===== config.mk =====
export PLATFORM = sky130hd
export DESIGN_NAME = cia_tod
export DESIGN_NICKNAME = d
export VERILOG_FILES = /design/src/rtl/cia_tod.sv
export SDC_FILE = /design/constraint.sdc
export NUM_CORES = 1
export LEC_CHECK = 0
export ABC_AREA = 1
export BUFFER_PORTS_ARGS = -buffer_cell sky130_fd_sc_hd__buf_4
export CAP_MARGIN = 10
export CORE_MARGIN = 3
export CORE_UTILIZATION = 40
export CTS_CLUSTER_DIAMETER = 150
export DETAILED_ROUTE_END_ITERATION = 8
export GPL_TIMING_DRIVEN = 0
export PLACE_DENSITY = 0.55
export SETUP_SLACK_MARGIN = 0.1
export SLEW_MARGIN = 20
export SYNTH_ARGS = -nofsm -noshare
export SYNTH_HDL_FRONTEND = slang
export SYNTH_SLANG_ARGS = --single-unit
export TNS_END_PERCENT = 1

===== constraint.sdc =====
create_clock -name clk -period 1.9 [get_ports clk]
set_input_delay 0.38 -clock clk [delete_from_list [all_inputs] [get_ports clk]]
set_output_delay 0.38 -clock clk [all_outputs]
set_load 0.005 [all_outputs]

===== src/rtl/cia_tod.sv =====
// CIA time-of-day clock: 50/60 Hz prescaler, BCD tenths..hours chain, read latch and alarm.
// Optional build macro CIA_TOD_PM_FLIP_EN enables the 6526 PM flip on hours=12 time writes.

module bcd_add #(
  parameter int unsigned W = 4
) (
  input  logic [W-1:0] d,
  input  logic [W-1:0] lim,
  input  logic         inc,
  output logic [W-1:0] q,
  output logic         co
);
  // Wraps to zero with carry only at the exact limit; anything else just counts up.
  always_comb begin
    q  = d;
    co = 1'b0;
    if (inc) begin
      if (d == lim) begin
        q  = '0;
        co = 1'b1;
      end else begin
        q = d + W'(1);
      end
    end
  end
endmodule

module cia_tod (
  input  logic       clk,
  input  logic       rst_n,
  input  logic       tod_tick,
  input  logic       todin_50,
  input  logic       alarm_sel,
  input  logic       we,
  input  logic       re,
  input  logic [1:0] addr,
  input  logic [7:0] wdata,
  output logic [7:0] rdata,
  output logic       alarm_irq
);

  localparam int unsigned PRE_W = 3;

  typedef struct packed {
    logic       pm;
    logic [4:0] hr;
    logic [6:0] mn;
    logic [6:0] sc;
    logic [3:0] tn;
  } tod_t;

  tod_t             tod_q, tod_d, alm_q, alm_d, lat_q, lat_d, tod_inc, src;
  logic [PRE_W-1:0] pre_q, pre_d, pre_lim;
  logic             run_q, run_d, latched_q, latched_d, irq_d;
  logic             tenth_pulse, time_we, alm_we;
  logic [3:0]       tn_inc, sl_inc, ml_inc, hl_inc;
  logic [2:0]       sh_inc, mh_inc;
  logic             tn_co, sl_co, sh_co, ml_co, mh_co, hl_co;

  always_comb begin
    pre_lim     = todin_50 ? PRE_W'(4) : PRE_W'(5);
    tenth_pulse = run_q && tod_tick && (pre_q == pre_lim);
    time_we     = we && !alarm_sel;
    alm_we      = we && alarm_sel;
  end

  bcd_add #(.W(4)) u_tn (.d(tod_q.tn),      .lim(4'd9), .inc(tenth_pulse), .q(tn_inc), .co(tn_co));
  bcd_add #(.W(4)) u_sl (.d(tod_q.sc[3:0]), .lim(4'd9), .inc(tn_co),       .q(sl_inc), .co(sl_co));
  bcd_add #(.W(3)) u_sh (.d(tod_q.sc[6:4]), .lim(3'd5), .inc(sl_co),       .q(sh_inc), .co(sh_co));
  bcd_add #(.W(4)) u_ml (.d(tod_q.mn[3:0]), .lim(4'd9), .inc(sh_co),       .q(ml_inc), .co(ml_co));
  bcd_add #(.W(3)) u_mh (.d(tod_q.mn[6:4]), .lim(3'd5), .inc(ml_co),       .q(mh_inc), .co(mh_co));
  bcd_add #(.W(4)) u_hl (.d(tod_q.hr[3:0]), .lim(4'd9), .inc(mh_co),       .q(hl_inc), .co(hl_co));

  // Hours run 12 -> 01 .. 11 -> 12, with PM flipping on the way into 12.
  always_comb begin
    tod_inc    = tod_q;
    tod_inc.tn = tn_inc;
    tod_inc.sc = {sh_inc, sl_inc};
    tod_inc.mn = {mh_inc, ml_inc};
    if (mh_co) begin
      if (tod_q.hr == 5'h12) tod_inc.hr = 5'h01;
      else                   tod_inc.hr = {tod_q.hr[4] ^ hl_co, hl_inc};
      if (tod_q.hr == 5'h11) tod_inc.pm = ~tod_q.pm;
    end
  end

  always_comb begin
    tod_d     = tod_q;
    alm_d     = alm_q;
    lat_d     = lat_q;
    pre_d     = pre_q;
    run_d     = run_q;
    latched_d = latched_q;

    if (run_q && tod_tick) pre_d = (pre_q >= pre_lim) ? '0 : pre_q + PRE_W'(1);

    // A time write wins over the increment due in the same cycle.
    if (time_we) begin
      case (addr)
        2'd0: begin
          tod_d.tn = wdata[3:0];
          run_d    = 1'b1;
        end
        2'd1: tod_d.sc = wdata[6:0];
        2'd2: tod_d.mn = wdata[6:0];
        default: begin
          tod_d.hr = wdata[4:0];
`ifdef CIA_TOD_PM_FLIP_EN
          tod_d.pm = (wdata[4:0] == 5'h12) ? ~wdata[7] : wdata[7];
`else
          tod_d.pm = wdata[7];
`endif
          run_d    = 1'b0;
          pre_d    = '0;
        end
      endcase
    end else if (tenth_pulse) begin
      tod_d = tod_inc;
    end

    if (alm_we) begin
      case (addr)
        2'd0:    alm_d.tn = wdata[3:0];
        2'd1:    alm_d.sc = wdata[6:0];
        2'd2:    alm_d.mn = wdata[6:0];
        default: begin
          alm_d.hr = wdata[4:0];
          alm_d.pm = wdata[7];
        end
      endcase
    end

    if (re && (addr == 2'd3) && !latched_q) begin
      lat_d     = tod_q;
      latched_d = 1'b1;
    end else if (re && (addr == 2'd0)) begin
      latched_d = 1'b0;
    end

    irq_d = (tod_d == alm_d) && (tod_q != alm_q);
  end

  always_ff @(posedge clk or negedge rst_n) begin
    if (!rst_n) begin
      tod_q     <= '{pm: 1'b0, hr: 5'h01, mn: 7'h00, sc: 7'h00, tn: 4'h0};
      alm_q     <= '0;
      lat_q     <= '0;
      pre_q     <= '0;
      run_q     <= 1'b1;
      latched_q <= 1'b0;
      alarm_irq <= 1'b0;
    end else begin
      tod_q     <= tod_d;
      alm_q     <= alm_d;
      lat_q     <= lat_d;
      pre_q     <= pre_d;
      run_q     <= run_d;
      latched_q <= latched_d;
      alarm_irq <= irq_d;
    end
  end

  // Read mux: frozen snapshot while latched, live time otherwise.
  always_comb begin
    src   = latched_q ? lat_q : tod_q;
    rdata = '0;
    case (addr)
      2'd0:    rdata = {4'b0, src.tn};
      2'd1:    rdata = {1'b0, src.sc};
      2'd2:    rdata = {1'b0, src.mn};
      default: rdata = {src.pm, 2'b0, src.hr};
    endcase
  end

endmodule

### Word-level counts from Yosys, hierarchy flattened

Cells that the tools add are included.

| storage, ports and cells | value |
|---|---|
| memory bits (writable) | 0 |
| memories kept | 0 |
| output and inout port bits | 9 |
| register bits after elaboration | 78 |
| bits in latches | 0 |
| memory bits (read-only) | 0 |

| operators by class | value |
|---|---|
| bitwise gates (word level) | 3 |
| reductions and logical operators | 15 |
| mux-type cells | 46 |
| add/sub/neg operators | 7 |
| divide/modulo/power cells | 0 |
| multiply operators | 0 |
| magnitude comparators | 1 |
| equal/unequal tests | 14 |
| shifts and indexed selects | 0 |

Operators with widths:

| operator | number |
|---|---|
| 24-bit two-way mux | 4 |
| 4-bit two-way mux | 8 |
| 7-bit two-way mux | 4 |
| 24-bit == test | 1 |
| 3-bit two-way mux | 8 |
| 24-bit inequality test | 1 |
| 8-bit one-hot mux with 3 select lines | 1 |
| 6-bit two-way mux | 3 |
| 4-bit by 1-bit adder with 4-bit output, second input constant | 4 |
| 4-bit == test, second input constant | 4 |
| 1-bit two-way mux | 16 |
| 5-bit == test, second input constant | 2 |
| 3-bit by 1-bit adder with 3-bit output, second input constant | 3 |
| 1-bit logical AND | 8 |
| 3-bit == test, second input constant | 2 |
| 5-bit two-way mux | 1 |
| 2-bit == test, second input constant | 2 |
| 3-bit == test | 1 |
| 3-bit >= comparator | 1 |
| 3-bit OR reduction | 1 |
| 2-bit by 1-bit == test with 1-bit output, second input constant | 1 |
| 1-bit logical NOT | 2 |
| 2-bit logical NOT | 1 |
| 1-bit NOT | 2 |
| other kinds (5) | 5 |

### Depth between registers and ports, before layout

Gate-level depths: netlist of the first run.

| depth | value |
|---|---|
| depth in word-level cells | 16 |
| depth in mapped cells | 18 |
| mapped depth without buffers | 18 |

### By module

From an unflattened synthesis of the first run, not the netlist that was laid out.

| unflattened totals | value |
|---|---|
| cells, all modules | 1009 |
| area, all modules | 6153.4 um^2 |

By module, submodules not included:

| module | area each (um^2) | instances | cells an instance |
|---|---|---|---|
| cia_tod | 5054.8 | 1 | 763 |
| bcd_add (u_hl ...) | 209.0 | 4 | 47 |
| bcd_add (u_mh ...) | 131.4 | 2 | 29 |

### Worst setup path after synthesis of the first run

Ideal clock, no wire load.

| path | value |
|---|---|
| path type | input-to-reg |
| start point | in todin_50 |
| end point | reg alarm_irq |
| stages | 15 |
| library setup time | 0.071 ns |
| arrival | 1.964 ns |
| slack | -0.135 ns |
| path buffers | 0 |
| path through | inv_1 ha_1 nand3_1 nor2_4 nand4_4 nor2_4 nand2_4 nor2_4 xor2_2 nand2_2 nand2_2 nand2_1 nand2_1 nand2_1 nor2_1 |

| on the way | value |
|---|---|
| word-level cells in the longest chain between the ends | 16 |
| elaborated cells between the ends (all ways) | 20 |
| those cells by class | eq/ne (2); mux (15); bitwise (1); reduce/logical (2) |

Ends and longest elaborated chain:

| element | line | text |
|---|---|---|
| from (decl) | 32 | `input logic todin_50,` |
| 1-bit two-way mux (*) | 61 | `pre_lim = todin_50 ? PRE_W'(4) : PRE_W'(5);` |
| 3-bit == test (*) | 62 | `tenth_pulse = run_q && tod_tick && (pre_q == pre_lim);` |
| 1-bit logical AND (*) | 62 |  |
| 1-bit two-way mux (6 in series) | 17 | `if (inc) begin` |
| 1-bit bitwise XOR | 82 | `else tod_inc.hr = {tod_q.hr[4] ^ hl_co, hl_inc};` |
| 5-bit two-way mux | 81 | `if (tod_q.hr == 5'h12) tod_inc.hr = 5'h01;` |
| 6-bit two-way mux | 80 | `if (mh_co) begin` |
| 24-bit two-way mux (*) | 117 | `end else if (tenth_pulse) begin` |
| 24-bit two-way mux (*) | 98 | `if (time_we) begin` |
| 24-bit == test (*) | 140 | `irq_d = (tod_d == alm_d) && (tod_q != alm_q);` |
| 1-bit logical AND (*) | 140 |  |
| named net irq_d | 54 | `logic run_q, run_d, latched_q, latched_d, irq_d;` |
| to (signal assigned) | 159 | `alarm_irq <= irq_d;` |
| to (decl) | 39 | `output logic alarm_irq` |

The timed path passes the listed nets; every way through them passes the cells marked *.
A chain may end at the register's enable or synchronous reset.

### Final worst setup path of the first run

| path | value |
|---|---|
| start point | reg pre_q[0] |
| end point | reg alarm_irq |

| on the way | value |
|---|---|
| word-level cells in the longest chain between the ends | 15 |
| elaborated cells between the ends (all ways) | 19 |
| those cells by class | eq/ne (2); mux (14); bitwise (1); reduce/logical (2) |

Ends and longest elaborated chain:

| element | line | text |
|---|---|---|
| from (decl) | 53 | `logic [PRE_W-1:0] pre_q, pre_d, pre_lim;` |
| from (signal assigned) | 156 | `pre_q <= pre_d;` |
| 3-bit == test (*) | 62 |  |
| 1-bit logical AND (*) | 62 |  |
| 1-bit two-way mux (6 in series) | 17 |  |
| 1-bit bitwise XOR | 82 |  |
| 5-bit two-way mux | 81 |  |
| 6-bit two-way mux | 80 |  |
| 24-bit two-way mux (*) | 117 |  |
| 24-bit two-way mux (*) | 98 |  |
| 24-bit == test (*) | 140 |  |
| 1-bit logical AND (*) | 140 |  |
| named net irq_d | 54 |  |

Marks and branches as above.

==> results of run 1 <==
## what timing repair did
| action | CTS | global route |
|---|---|---|
| pin swaps | 12 | 14 |
| gates cloned | 0 | 0 |
| resized for setup | 41 | 48 |
| buffers inserted | 7 | 7 |
| endpoints found under the setup margin | 26 | 36 |
## through the flow
stage	area [sq um]	TNS (ns)
2_1_floorplan	5290	-0.135
3_3_place_gp	5700	-10.14
3_5_place_dp	5700	-11.11
4_1_cts	6200	-1.83
5_1_grt	6340	-2.60
6_report	6340	-0.945
## layout by cell type, fill, tap and decap left out, drive strengths merged
master	synthesis	routed
or2	5	5
ha	6	6
dfrtp	76	76
nand3b	2	2
clkinv	2	4
a21boi	1	1
a21oi	30	30
nand4	8	8
o21ai	71	71
a211oi	1	1
bufinv	0	2
o22ai	28	28
dfstp	2	2
o211ai	9	9
buf	13	57
clkbuf	19	26
nand3	69	69
inv	107	107
nand2	258	258
xor2	14	14
nor3	3	3
nor2	62	62
## layout make-up
| class | count | area, sq um | area share |
|---|---|---|---|
| multi-input combinational | 567 | 2920 | 0.461 |
| clock inverter | 4 | 70.1 | 0.0111 |
| buffer | 32 | 204 | 0.0322 |
| timing repair buffer | 39 | 313 | 0.0493 |
| inverter | 109 | 413 | 0.0651 |
| tap | 172 | 215 | 0.0340 |
| clock buffer | 12 | 246 | 0.0389 |
| sequential | 78 | 1950 | 0.308 |
## final timing paths
check | endpoint | slack, ns | cells after the start
worst max-delay path | alarm_irq$_DFF_PN0_ | -0.36 | 17
max in group asynchronous | alm_q[5]$_DFF_PN0_ | 1.30 | 1
worst min-delay path | pre_q[0]$_DFF_PN0_ | 0.06 | 1
min in group clk | latched_q$_DFFE_PN0P_ | 0.32 | 4
worst max register to register | alarm_irq$_DFF_PN0_ | -0.36 | 17
worst min register to register | lat_q[20]$_DFFE_PN0P_ | 0.49 | 2
## power by group through the flow
stage / Sequential, mW / Combinational, mW / Clock, mW
6_report: 2.42 / 2.25 / 1.89
5_1_grt: 2.47 / 2.54 / 1.99
4_1_cts: 2.41 / 2.17 / 1.92
3_5_place_dp: 2.43 / 2.05 / 0
3_3_place_gp: 2.41 / 2.01 / 0
2_1_floorplan: 2.34 / 1.49 / 0
## worst register-to-register path: cells and delay by family (launching register included)
kind,cells,cell delay (ns)
adders and majority gates,1,0.28
buffers and inverters,2,0.20
DFF,1,0.36
and+or+nand+nor,14,1.37
## per-layer routing
layer  GRT usage  vias up  wire length, microns
met4      0.0836        0                   342
met5           0        -                     0
li1            -     2618                     -
met1       0.340     2537                  7860
met2       0.354      172                  7380
met3      0.0345       23                   945
## kinds of logic after synthesis
group                    count (synthesis)  synth area share
XOR/XNOR                                14            0.0246
buffers and inverters                  141             0.106
adder cells (fa/ha/maj)                  6            0.0142
AND/OR/NAND/NOR                        407             0.342
AO/OA/AOI/OAI                          140             0.144
flip-flops                              78             0.369
## state kept, by name, indices dropped and copies added, names as in the netlist
register and count:
lat_q 24, latched_q 1, tod_q 24, run_q 1, alarm_irq 1, pre_q 3, alm_q 24
==> reports/metrics.csv, run 1 <==
metric;value;unit
status;complete, but fails checks;
IO Count;26;
CTS tree;built;
ys async rst share;1.00;
RSZ-0062 raised after global routing;true;
post-synthesis register bit count;78;
total grt overflow;0;
clk_lat worst skew;0.35;ns
port bufs;25;
Worst Path Required;2.17;ns
CP Launch Point;pre_q[0]$_DFF_PN0_;
Post-Syn Instances;786;
Worst path slowest cell;dfrtp_1;
top post-synthesis cells by count;248 x nand2_1, 96 x inv_1, 76 x dfrtp_1;
Vert. Die Dim;121;microns
Yosys warning total;0;
n_diodes;0;
Inserted Clock Buffers;9;
syn nets;809;
Setup crit start kind;flip-flop;
vias in the first global route;5085;
minimum clock period;2.26;ns
Distinct cells, synth;37;
Pleak;3.21;nW
Critical Path Sink Type;flip-flop;
# hold bufs at CTS;0;
GP Congestion;0.880;
crit path DAT;2.54;ns
Top cell by count, worst path;nand2_1;
core box area;12800;sq um
crit path kind;flip-flop to flip-flop;
family with the most delay on the worst path;simple AND/OR/NAND/NOR gates;
Synth top area share;0.359;
DR vias/cell;5.28;
number of max-cap violations;0;
crit path max fanout;7;
die footprint;14600;sq um
sequential power share;0.369;
maximum vdd drop;0.000438;V
DP Worst Slack;-0.873;ns
pwr dens;1030;nW/um^2
Comb power frac;0.343;
Rows;41;
Worst Skew;0.00662;ns
Tot Pwr;6.55;mW
routed wire length;16.5;mm
clk root buf;clkbuf_16;
Inst Count DP;983;
top achievable clock speed;442;MHz
Power Internal;4.11;mW
CTS Sinks;78;
Mapped Area;5290;sq um
Final setup viols;10;
fillers;1301;
Tcrit/Tclk final;1.19;
largest net degree at the start of global routing;79;
Avg WL per Cell;16.3;microns
clk buf depth;2;
die width;121;microns
post-layout util;0.496;
vias;5350;
post-route ant nets;0;
critical-path cell list;inv_2 -> ha_4 -> nand3_4 -> nor2_4 -> buf_12 -> nand3_4 -> nor2_8 -> nand2_4 -> nor2_4 -> nand2_1 -> nand2_1 -> nand2_1 -> nand3b_1 -> nand2_1 -> nor2_2 -> nand3_1 -> nor2_1;
first-pass GRT wire length;26.6;mm
most frequent cell after synthesis;nand2_1;
P&R area growth vs syn;19.8;%
sequential fraction of the synthesis area;0.369;
Max transition margin;0.505;
Max Slew Vio Count;0;
Synth Area per Inst;6.73;sq um
Synth area leaders;dfrtp_1 36%, nand2_1 18%, inv_1 6.8%;
final cell count without fillers;1013;
area leader, netlist;dfrtp_1;
Worst-Margin Slew;0.743;ns
sw frac;0.373;
Fin. Hold Viols;0;
Starting Density;0.414;
Synth Flop Type;dfrtp_1;
DR pass1 iterations;5;
initial antenna violation count;0;
Clock power frac;0.288;
failing checks;negative setup slack;
HPWL after DPL;12.3;mm
EDFF count, synth;0;
hold slack final;0.0579;ns
CP bufs+invs;2;
GRT Overall Usage;0.234;
layout cells sized above 1;0.188;
# DRC;0;
worst reg2reg path startpoint;pre_q[0]$_DFF_PN0_;
CP peak stage delay;0.36;ns
min setup slack post-route;-0.362;ns
drt initial violations;445;
Worst Hold Class;input pin to asynchronous set/reset pin;
clock slew at reported path FFs;0.06;ns
net switching power;2.45;mW
Net count, final;859;
CTS H-tree depth;3;
No activity file was read; power rests on OpenSTA's default activity.
==> run 2, diff against run 1 <==
- ABC_AREA: 1 -> unset
- SKIP_CTS_REPAIR_TIMING: unset -> 1
==> run 2 against run 1 <==
Combinational power is 7% higher. Hold slack worse by 0.0046 ns. The flow still finishes with violations (negative setup slack). Fmax is 19% lower. Via count is 19% lower. Register-to-register slack worse by 0.54 ns. Wire length is 4.9% lower. Power is 1.5% lower. Largest cell class unchanged. Highest routed layer unchanged. Design area is 5.6% lower. Utilization is 0.43 points lower. Flip-flop and latch count stayed put.
==> reports/metrics.csv, run 2 <==
metric;value;unit;change
status;complete, but fails checks;;
failing checks;negative setup slack;;
layout cells sized above 1;0.292;;+0.104
# DRC;0;;unchanged
minimum clock period;2.80;ns;+0.541 ns
Rows;40;;-2.4%
setup slack, reg-to-reg;-0.90;ns;-0.54 ns
Worst Skew;0.00720;ns;+0.000578 ns
n_diodes;0;;unchanged
P&R area growth vs syn;18.5;%;
CTS Sinks;78;;unchanged
critical-path cell list;inv_2 -> ha_4 -> and3b_2 -> nand4_1 -> a211oi_2 -> nor3_2 -> a221oi_2 -> o211ai_1 -> nor4_2 -> and4_1;;
IO Count;26;;unchanged
first-pass GRT wire length;24.4;mm;-8.0%
Distinct cells, synth;75;;+100%
Max transition margin;0.496;;-0.00932
Clock power frac;0.248;;-0.040
area leader, netlist;dfrtp_1;;
number of max-cap violations;0;;unchanged
Pleak;2.53;nW;-21%
port bufs;23;;-8.0%
final cell count without fillers;734;;-28%
Avg WL per Cell;21.4;microns;+31%
DR pass1 iterations;5;;unchanged
Starting Density;0.415;;+0.000680
Reg2Reg Depth;10;;-7
Synth Flop Type;dfrtp_1;;
CTS H-tree depth;3;;unchanged
Power Internal;4.14;mW;+0.83%
RSZ-0062 raised after global routing;true;;
crit path DAT;3.08;ns;+0.54 ns
Max Slew Vio Count;0;;unchanged
Net count, final;584;;-32%
Inst Count DP;708;;-28%
Worst Path Required;2.18;ns;about the same
Setup crit start kind;flip-flop;;
Tcrit/Tclk final;1.48;;+0.285
Vert. Die Dim;118;microns;-2.2%
Post-Syn Instances;517;;-34%
biggest regs;alm_q x24, lat_q x24, tod_q x24;;
CP peak stage delay;0.38;ns;+0.02 ns
CTS tree;built;;
vias in the first global route;4154;;-18%
die width;118;microns;-2.2%
reg2reg end;alarm_irq$_DFF_PN0_;;
Inserted Clock Buffers;9;;unchanged
post-route setup TNS;-5.59;ns;-4.64 ns
Synth top area share;0.377;;+0.0175
ys async rst share;1.00;;unchanged
Worst Hold Class;input pin to asynchronous set/reset pin;;
initial antenna violation count;0;;unchanged
Comb power frac;0.371;;+0.028
Stages on worst setup path;10;;-7
crit path kind;flip-flop to flip-flop;;
CP bufs+invs;1;;-1
commonest non-fill, non-tap cell in the layout;dfrtp_1;;
top post-synthesis cells by count;76 x dfrtp_1, 46 x mux2_2, 37 x nand2_1;;
Worst path slowest cell;nor4_2;;
Final setup viols;20;;+10
family with the most delay on the worst path;simple AND/OR/NAND/NOR gates;;
dpl cell area;5450;sq um;-4.3%
GRT Overall Usage;0.228;;-0.00604
crit path max fanout;5;;-2
routed wire length;15.7;mm;-4.9%
EDFF count, synth;0;;unchanged
clock slew at reported path FFs;0.06;ns;about the same
clk buf depth;2;;unchanged
fillers;1180;;-9.3%
post-synthesis register bit count;78;;unchanged
core box area;12200;sq um;-4.8%
vias;4324;;-19%
largest net degree at the start of global routing;79;;unchanged
pwr dens;1080;nW/um^2;+4.4%
post-route ant nets;0;;unchanged
Critical Path Sink Type;flip-flop;;
top achievable clock speed;357;MHz;-19%
clk root buf;clkbuf_16;;
Synth area leaders;dfrtp_1 38%, mux2_2 10%, xor2_1 4.0%;;
worst reg2reg path startpoint;pre_q[0]$_DFF_PN0_;;
end point of the critical path;alarm_irq$_DFF_PN0_;;
min setup slack post-route;-0.903;ns;-0.541 ns
HPWL after DPL;11.5;mm;-6.2%
sw frac;0.359;;-0.0148
most frequent cells in the layout;76 x dfrtp_1, 46 x mux2_2, 36 x nand2_1;;
DR vias/cell;5.89;;+12%
syn nets;540;;-33%
Worst-Margin Slew;0.757;ns;+0.0140 ns
net switching power;2.32;mW;-5.4%
GP Congestion;0.970;;+10%
Fin. Hold Viols;0;;unchanged
Final Cell Area;5980;sq um;-5.6%
DP Worst Slack;-1.21;ns;-0.342 ns
most frequent cell after synthesis;dfrtp_1;;
Mapped Area;5050;sq um;-4.6%
sequential fraction of the synthesis area;0.387;;+0.0179
drt initial violations;440;;-1.1%
Yosys warning total;0;;unchanged
maximum vdd drop;0.000369;V;-16%
clk_lat worst skew;0.35;ns;about the same
die footprint;14000;sq um;-4.4%
Synth Area per Inst;9.76;sq um;+45%
total grt overflow;0;;unchanged
sequential power share;0.381;;+0.012
CP Launch Point;pre_q[0]$_DFF_PN0_;;
## run 2: cell type report
class	count	area (sq um)	share of cell area
repair buffers	33	259	0.0433
inverters	23	86.3	0.0144
clock inverters	4	22.5	0.00376
multi-input cells	374	2960	0.495
well taps	168	210	0.0351
clock buffers	12	246	0.0412
plain buffers	42	240	0.0402
flip-flops and latches	78	1950	0.327
## run 2: worst register-to-register path: stages (launching register included)
cell	delay [ns]
dfrtp_1	0.36
inv_2	0.07
ha_4	0.28
and3b_2	0.26
nand4_1	0.29
a211oi_2	0.32
nor3_2	0.09
a221oi_2	0.26
o211ai_1	0.19
nor4_2	0.38
and4_1	0.25
## run 2: power by group through the flow
stage / Clock [mW] / Combinational [mW] / Sequential, mW
detailed placement: 0 / 2.23 / 2.47
floorplan: 0 / 1.62 / 2.37
global placement: 0 / 2.21 / 2.46
global route: 1.70 / 2.60 / 2.52
CTS: 1.64 / 2.24 / 2.45
finish: 1.60 / 2.40 / 2.46
## run 2: worst min-delay path by stage
stage	from	to	slack, ns	cells after the start
2_1_floorplan	rst_n	alarm_irq$_DFF_PN0_	0.08	0
3_3_place_gp	lat_q[21]$_DFFE_PN0P_	lat_q[21]$_DFFE_PN0P_	0.46	2
3_5_place_dp	lat_q[11]$_DFFE_PN0P_	lat_q[11]$_DFFE_PN0P_	0.47	2
4_1_cts	rst_n	tod_q[7]$_DFF_PN0_	0.25	1
5_1_grt	rst_n	lat_q[1]$_DFFE_PN0P_	0.12	1
6_report	rst_n	pre_q[2]$_DFF_PN0_	0.05	1
## run 2: kinds of logic (layout without fill, tap and decap cells)
logic type,Yosys count,in the layout,synth area share
mux,60,60,0.135
flops,78,78,0.387
buf+inv,65,114,0.0570
xor+xnor,41,41,0.0711
compound gates,97,97,0.139
fa+ha+maj,6,6,0.0149
simple gates,170,170,0.196
## run 2: routing by layer
metal / GRT usage / up-vias / wire [microns]
met3: 0.0421 / 25 / 732
met1: 0.303 / 2177 / 7260
met5: 0 / - / 0
met4: 0.0857 / 0 / 436
li1: - / 1980 / -
met2: 0.369 / 142 / 7280
## run 2: per-stage QoR
step / hold WS, ns / total power, mW / util
after CTS: 0.254 / 6.33 / 0.470
after detailed placement: 0.470 / 4.71 / 0.448
after floorplan: 0.0844 / 3.99 / -
after global placement: 0.463 / 4.66 / 0.448
after global routing: 0.120 / 6.82 / 0.492
final: 0.0533 / 6.46 / 0.492
==> run 3, diff against run 2 <==
- PLACE_DENSITY: 0.55 -> 0.53
- clock period: 1.9 -> 3.5 ns (I/O delays scaled with it)
==> run 3 against run 2 <==
The flow now finishes without violations. Critical path depth decreased by 1. Non-clock buffer count decreased by 10. Via count decreased by 0.67%. Clock-buffer cell count decreased by 2. Clock power decreased by 31%. Sequential power decreased by 46%. Highest routed layer unchanged.
==> reports/metrics.csv, run 3 (synthesis gave the netlist of run 2 again) <==
metric;value;unit;change
port bufs;23;;unchanged
core box area;12200;sq um;unchanged
Inserted Clock Buffers;9;;unchanged
number of max-cap violations;0;;unchanged
Worst-Margin Slew;0.736;ns;-0.0205 ns
pwr dens;630;nW/um^2;-42%
clk buf depth;2;;unchanged
total grt overflow;0;;unchanged
Worst Skew;0.00656;ns;-0.000636 ns
Fin. Hold Viols;0;;unchanged
minimum clock period;3.25;ns;
RSZ-0062 raised after global routing;true;;
IO Count;26;;unchanged
CTS tree;built;;
CTS H-tree depth;3;;unchanged
n_diodes;0;;unchanged
vias;4295;;-0.67%
post-route setup TNS;0;ns;+5.59 ns
top achievable clock speed;308;MHz;
Comb power frac;0.332;;-0.039
Vert. Die Dim;118;microns;unchanged
crit path DAT;2.55;ns;-0.53 ns
GP Congestion;0.953;;-1.7%
GRT Overall Usage;0.230;;+0.00168
Pleak;2.49;nW;-1.7%
Setup crit start kind;input pin;;
clock slew at reported path FFs;0.06;ns;about the same
Final setup viols;0;;-100%
net switching power;1.23;mW;-47%
biggest regs;alm_q x24, lat_q x24, tod_q x24;;
clk_lat worst skew;0.35;ns;about the same
Clock power frac;0.303;;+0.055
vias in the first global route;4139;;-0.36%
CP Launch Point;addr[0];;
Worst Path Required;2.80;ns;+0.62 ns
Starting Density;0.415;;unchanged
CTS Sinks;78;;unchanged
post-route ant nets;0;;unchanged
first-pass GRT wire length;24.5;mm;about the same
layout cells sized above 1;0.228;;-0.0631
P&R area growth vs syn;14.7;%;
maximum vdd drop;0.000360;V;-2.2%
status;finished, final reports clean;;
Net count, final;574;;-1.7%
Rows;40;;unchanged
Max Slew Vio Count;0;;unchanged
initial antenna violation count;0;;unchanged
DR pass1 iterations;6;;+1
# DRC;0;;unchanged
die footprint;14000;sq um;unchanged
commonest non-fill, non-tap cell in the layout;dfrtp_1;;
sequential power share;0.365;;-0.016
most frequent cells in the layout;76 x dfrtp_1, 46 x mux2_2, 37 x nand2_1;;
Worst Hold Class;input pin to asynchronous set/reset pin;;
DR vias/cell;5.93;;+0.70%
Max transition margin;0.509;;+0.0136
clk root buf;clkbuf_16;;
hold slack final;0.391;ns;+0.338 ns
routed wire length;15.8;mm;+0.42%
drt initial violations;531;;+21%
Power Internal;2.42;mW;-42%
sw frac;0.338;;-0.0209
Avg WL per Cell;21.8;microns;+1.8%
largest net degree at the start of global routing;79;;unchanged
die width;118;microns;unchanged
setup slack, reg-to-reg;0.41;ns;+1.31 ns
Reg2Reg Depth;10;;unchanged
HPWL after DPL;11.6;mm;+0.92%
crit path kind;input pin to output port;;
worst reg2reg path startpoint;pre_q[0]$_DFF_PN0_;;
Tcrit/Tclk final;0.928;;
crit path max fanout;10;;+5
Critical Path Sink Type;output port;;
==> run 3: cell count changes in the layout (fill, tap and decap cells not counted), sizes merged <==
| cell | before | now |
|---|---|---|
| buf | 54 | 45 |
| bufinv | 0 | 3 |
| clkbuf | 33 | 30 |
| clkinvlp | 1 | 0 |
==> run 3: routing by layer <==
layer | share of wire | up-vias | track usage
met5 | 0 | - | 0
met4 | 0.024 | 0 | 0.0857
met3 | 0.064 | 29 | 0.0435
met2 | 0.46 | 188 | 0.369
met1 | 0.45 | 2112 | 0.308
li1 | - | 1966 | -
==> run 3: metrics by stage <==
| step | utilization | power, mW | worst slack [ns] | area, sq um | cells |
|---|---|---|---|---|---|
| 2_1_floorplan | - | 2.16 | 0.632 | 5050 | 517 |
| 3_3_place_gp | 0.447 | 2.52 | 0.00820 | 5430 | 708 |
| 3_5_place_dp | 0.447 | 2.54 | 0.0115 | 5430 | 708 |
| 4_1_cts | 0.475 | 3.67 | 0.0333 | 5780 | 724 |
| 5_1_grt | 0.476 | 3.85 | 0.0575 | 5790 | 724 |
| 6_report | 0.476 | 3.65 | 0.251 | 5790 | 724 |
==> run 3: final cells by class <==
cell class | count | area (sq um)
Fill cell | 1189 | 6370
Inverter | 23 | 86.3
Multi-Input combinational cell | 374 | 2810
Buffer | 42 | 206
Tap cell | 168 | 210
Timing Repair Buffer | 23 | 176
Clock buffer | 10 | 239
Clock inverter | 6 | 109
Sequential cell | 78 | 1950
==> run 3: critical path, stage by stage <==
cell and delay, ns:
buf_4 0.09, inv_1 0.05, ha_1 0.18, clkbuf_1 0.22, clkbuf_2 0.26, a222oi_1 0.35, inv_1 0.07, mux4_2 0.46
buf_4 0.15
==> run 3: power by group through the flow <==
stage | combinational, mW | sequential (mW) | clock (mW)
2_1_floorplan | 0.870 | 1.29 | 0
3_3_place_gp | 1.19 | 1.33 | 0
3_5_place_dp | 1.20 | 1.35 | 0
4_1_cts | 1.20 | 1.33 | 1.13
5_1_grt | 1.32 | 1.36 | 1.16
6_report | 1.21 | 1.33 | 1.10
==> run 3: final timing paths <==
path                                          to
hold / removal                pre_q[2]$_DFF_PN0_
setup reg to reg             alarm_irq$_DFF_PN0_
min in group clk           lat_q[21]$_DFFE_PN0P_
setup / recovery                        rdata[2]
hold reg to reg            lat_q[21]$_DFFE_PN0P_
max in group asynchronous    tod_q[10]$_DFF_PN0_
